## src/rtl/parity_rx_pkg.sv

```systemverilog
// Shared types and line levels for the even-parity serial receiver.
package parity_rx_pkg;
  typedef enum logic [1:0] {IDLE, DATA, PARITY, STOP} rx_state_t;

  localparam logic START_BIT = 1'b0;
  localparam logic STOP_BIT  = 1'b1;
  localparam logic IDLE_LVL  = 1'b1;
endpackage

```

## src/rtl/rx_out_buf.sv

```systemverilog
// One-entry valid/ready holding register; flags overrun when a write hits a full,
// un-drained buffer. The payload is opaque so other receivers can reuse it.
module rx_out_buf #(
  parameter int W = 8
) (
  input  logic         clk,
  input  logic         rst,
  input  logic         wr_en_i,
  input  logic [W-1:0] wr_data_i,
  input  logic         rd_rdy_i,
  output logic [W-1:0] rd_data_o,
  output logic         rd_vld_o,
  output logic         overrun_o
);
  logic [W-1:0] data_q, data_d;
  logic         vld_q, vld_d;
  logic         ovr_q, ovr_d;
  logic         accept;

  // A pop in the same cycle frees the slot for the incoming word.
  always_comb begin
    accept = wr_en_i && (!vld_q || rd_rdy_i);
    data_d = accept ? wr_data_i : data_q;
    vld_d  = accept || (vld_q && !rd_rdy_i);
    ovr_d  = wr_en_i && vld_q && !rd_rdy_i;
  end

  always_ff @(posedge clk) begin
    if (rst) begin
      data_q <= '0;
      vld_q  <= 1'b0;
      ovr_q  <= 1'b0;
    end else begin
      data_q <= data_d;
      vld_q  <= vld_d;
      ovr_q  <= ovr_d;
    end
  end

  assign rd_data_o = data_q;
  assign rd_vld_o  = vld_q;
  assign overrun_o = ovr_q;
endmodule

```

## src/rtl/even_parity_rx.sv

```systemverilog
// Even-parity framed serial receiver: start, DATA_W bits LSB first, parity, stop.
// Completed frames (errors included) go to a one-entry output buffer.
module even_parity_rx
  import parity_rx_pkg::*;
#(
  parameter int DATA_W = 8,
  parameter int CNT_W  = $clog2(DATA_W + 1)
) (
  input  logic              clk,
  input  logic              rst,
  input  logic              bit_vld,
  input  logic              bit_in,
  output logic [DATA_W-1:0] data_out,
  output logic              data_vld,
  input  logic              data_rdy,
  output logic              parity_err,
  output logic              frame_err,
  output logic              overrun,
  output logic              busy
);
  rx_state_t         state_q, state_d;
  logic [CNT_W-1:0]  cnt_q, cnt_d;
  logic [DATA_W-1:0] shift_q, shift_d;
  logic              acc_q, acc_d;
  logic              perr_q, perr_d;
  logic              done, ferr;

  always_comb begin
    state_d = state_q;
    cnt_d   = cnt_q;
    shift_d = shift_q;
    acc_d   = acc_q;
    perr_d  = perr_q;
    done    = 1'b0;
    ferr    = 1'b0;
    if (bit_vld) begin
      unique case (state_q)
        IDLE: if (bit_in == START_BIT) begin
          state_d = DATA;
          cnt_d   = '0;
          acc_d   = 1'b0;
        end
        DATA: begin
          // Shift in at the MSB so the first (LSB) bit ends up at bit 0.
          shift_d = DATA_W'({bit_in, shift_q} >> 1);
          acc_d   = acc_q ^ bit_in;
          cnt_d   = cnt_q + CNT_W'(1);
          if (cnt_q == CNT_W'(DATA_W - 1)) state_d = PARITY;
        end
        PARITY: begin
          perr_d  = acc_q ^ bit_in;
          state_d = STOP;
        end
        STOP: begin
          done    = 1'b1;
          ferr    = (bit_in != STOP_BIT);
          state_d = IDLE;
        end
        default: state_d = IDLE;
      endcase
    end
  end

  always_ff @(posedge clk) begin
    if (rst) begin
      state_q <= IDLE;
      cnt_q   <= '0;
      shift_q <= '0;
      acc_q   <= 1'b0;
      perr_q  <= 1'b0;
    end else begin
      state_q <= state_d;
      cnt_q   <= cnt_d;
      shift_q <= shift_d;
      acc_q   <= acc_d;
      perr_q  <= perr_d;
    end
  end

  rx_out_buf #(.W(DATA_W + 2)) u_out_buf (
    .clk       (clk),
    .rst       (rst),
    .wr_en_i   (done),
    .wr_data_i ({ferr, perr_q, shift_q}),
    .rd_rdy_i  (data_rdy),
    .rd_data_o ({frame_err, parity_err, data_out}),
    .rd_vld_o  (data_vld),
    .overrun_o (overrun)
  );

  assign busy = (state_q != IDLE);
endmodule

```

## config.mk

```make
export PLATFORM = sky130hd
export DESIGN_NAME = even_parity_rx
export DESIGN_NICKNAME = d
export VERILOG_FILES = /design/src/rtl/parity_rx_pkg.sv /design/src/rtl/rx_out_buf.sv /design/src/rtl/even_parity_rx.sv
export SDC_FILE = /design/constraint.sdc
export NUM_CORES = 1
export LEC_CHECK = 0
export CORE_MARGIN = 2
export CORE_UTILIZATION = 40
export CTS_CLUSTER_SIZE = 30
export DETAILED_ROUTE_END_ITERATION = 7
export GPL_TIMING_DRIVEN = 0
export PLACE_DENSITY = 0.69
export SLEW_MARGIN = 15
export SYNTH_ARGS = -nofsm -noshare
export SYNTH_HDL_FRONTEND = slang
export SYNTH_SLANG_ARGS = --single-unit
```

## constraint.sdc

```tcl
create_clock -name clk -period 1.4 [get_ports clk]
set_input_delay 0.28 -clock clk [delete_from_list [all_inputs] [get_ports clk]]
set_output_delay 0.28 -clock clk [all_outputs]
set_load 0.01 [all_outputs]
```

==> results.yml <==
timing:
  worst_slew_pin_slew_ns: 0.5776
  finalCritPeriodShare_pct: 101.9
  holdWs_ns: 0.2499
  finalClockSkew_ns: 0.005030
  min_period_ns: 1.426
  hold_viol_final: 0
  fmax_mhz: 701.1
  finalSetupViolations: 3
  relSlewSlack_pct: 61.49
  setup_ws_ns: -0.02639
  rsz0062_at_grt: "true"
  slew_viol_final: 0
cells_and_area:
  antennaDiodeCount: 0
  nNetsFinal: 184
  num-fill-cells: 259
  drive_gt1_share_pct: 30.64
  utilization_pct: 60.30
  area_growth_pct: 42.44
drt:
  routedWlPerCell_um: 13.28
  initialDrtViolationCount: 13
  vias: 1025
  postRouteAntennaNets: 0
  via_per_inst: 5.025
  drc_errors: 0
  drt_wl_total_um: 2710
  firstDrtPassIters: 4
yosys:
  async_flop_share_pct: 0
  syn-cell-area_um2: 1167
  synthesis.nets: 149
  yosysUniqueCellTypes: 28
  synth-edff-count: 0
  synth_area_leaders: "dfxtp_1 48%, nand2_1 11%, a21oi_1 9.4%, ha_1 5.4%, nor2_1 2.6%"
  yosysMostFrequentCell: "nand2_1"
  yosys.area.top_type: "dfxtp_1"
  synthTopCellsByCount: "35 x nand2_1, 28 x dfxtp_1, 22 x a21oi_1"
  ys_seq_area_share_pct: 48.02
  yosysTopAreaCellShare_pct: 48.02
  synth_warnings: 0
  synth.avg_cell_area_um2: 8.398
  netlist_instances: 139
  synthFlopType: "dfxtp_1"
  ys_seq_elements: 28
clocking:
  cts_hold_buf: 0
  cts_tree: "built"
  cts.path.max_buffers: 2
  cts.sinks: 28
  cts_buffers: 3
  path_clk_slew_ns: 0.16
  cts-root-buf: "clkbuf_4"
  h-tree-depth: 1
  insertion_delay_ns: 0.34
critical_path:
  worst-path-buf-inv: 2
  cp_slowest_cell: "dfxtp_2"
  crit_family: "simple AND/OR/NAND/NOR gates"
  crit_fanout: 5
  required_ns: 1.67
  setup.worst_path.start_class: "flip-flop"
  endpoint_kind: "flip-flop"
  path_class: "reg2reg"
  path_cells: "inv_2 -> ha_4 -> buf_12 -> nor2b_4 -> o21ai_4 -> nor2_2 -> nor3_2"
  cpPeakStageDelay_ns: 0.36
  worstPathArrival_ns: 1.70
run_status:
  violations: "negative setup slack"
  status: "complete, but fails checks"
place:
  gp_congestion: 0.7518
  numPortBuffers: 14
  dp_slack_ns: -0.2132
  dp.final_hpwl_um: 1575
power:
  powerDensity_nw_per_um2: 995.2
  power.leakage_nw: 0.6485
  peakVddDrop_mv: 1.084
  fin_total_pwr_mw: 1.655
min_path:
  hp-class: "in2reg"
run:
  max_cap_viol_count: 0
global_routing:
  grtUsageTotal_pct: 15.55
  overflow: 0
  grt_pass1_vias: 903
  grt_pass1_wl_um: 4022
  antenna_found_initial: 0
  grt_max_degree: 17
die:
  die_x_um: 58.02
  start_util_pct: 42.33
  die_area_um2: 3366
  core_area_um2: 2758
  die_h_um: 58.02
  num_rows: 19
  io_pins: 18
[metal layers]
| layer | track usage (%) | up-vias | routed length, um |
|---|---|---|---|
| met5 | 0 | - | 0 |
| met4 | 2.990 | 0 | 13 |
| met3 | 4.018 | 2 | 92 |
| met2 | 27.76 | 15 | 1409 |
| met1 | 18.91 | 473 | 1194 |
| li1 | - | 535 | - |
[worst register-to-register path, delay by kind of cell (launching register included)]
kind,cells,cell delay (ns)
AOI/OAI and AO/OA,1,0.24
adders and majority gates,1,0.17
buffers and inverters,2,0.18
DFF,1,0.36
and+or+nand+nor,3,0.41
[cell families (layout without fill, tap and decap cells)]
kind of cell	Yosys count	count (layout)	synth area share (%)
and+or+nand+nor	57	57	21.12
AOI/OAI and AO/OA	33	33	17.90
DFF	28	28	48.02
buffers and inverters	13	47	5.144
adders and majority gates	5	5	5.359
muxes	2	2	1.715
xor gates and xnor gates	1	1	0.7504
[through the flow]
step / area, um2 / setup TNS (ns) / instances
after floorplan: 1181 / 0 / 139
after global placement: 1360 / -2.007 / 184
after detailed placement: 1360 / -2.570 / 184
after CTS: 1520 / -0.2397 / 195
after global routing: 1663 / -0.4302 / 204
final: 1663 / -0.03983 / 204
[report_power, final]
| part | switching, mW | internal [mW] | leakage, nW |
|---|---|---|---|
| clock network | 0.253 | 0.290 | 0.0279 |
| logic | 0.146 | 0.149 | 0.392 |
| registers | 0.00731 | 0.809 | 0.228 |
[layout make-up]
cell class / count / area, um2 / share of cell area (%)
Tap cell: 31 / 38.79 / 2.333
Inverter: 5 / 18.77 / 1.129
Buffer: 6 / 31.28 / 1.881
Clock inverter: 1 / 30.03 / 1.806
Clock buffer: 3 / 22.52 / 1.354
Multi-Input combinational cell: 98 / 671.9 / 40.41
Timing Repair Buffer: 32 / 282.8 / 17.01
Sequential cell: 28 / 566.8 / 34.09
[flip-flops by register name (all words and copies together) (netlist names)]
name                 count
shift_q                  8
perr_q                   1
state_q                  2
cnt_q                    4
u_out_buf.overrun_o      1
acc_q                    1
u_out_buf.rd_vld_o       1
u_out_buf.rd_data_o     10
[what timing repair did]
action	4_1_cts	5_1_grt
endpoints found under the setup margin	26	18
pin swaps	5	10
cloned	0	1
buffers inserted	7	10
resized for setup	32	23
[final timing paths]
kind              slack [ns]                   start  cells past startpoint                      to
hold / removal          0.25                 bit_vld                      2                  perr_q
setup reg to reg       -0.03              state_q[1]                      7                cnt_q[2]
setup / recovery       -0.03              state_q[1]                      7                cnt_q[2]
hold reg to reg         0.46  u_out_buf.rd_data_o[3]                      2  u_out_buf.rd_data_o[3]
[placed cells by master (no fill, tap or decap), types with 2 or more instances in the layout]
cell,n
mux2i_1,2
buf_1,2
nor2b_4,2
a21oi_1,21
nand3_1,4
dlygate4sd2_1,12
dfxtp_1,23
a211oi_1,2
ha_4,3
inv_1,3
buf_4,15
dfxtp_2,5
buf_2,2
buf_6,4
nand2_1,34
nor3_1,2
inv_2,2
clkbuf_4,3
nor2_1,7
No activity file was read; power rests on OpenSTA's default activity.
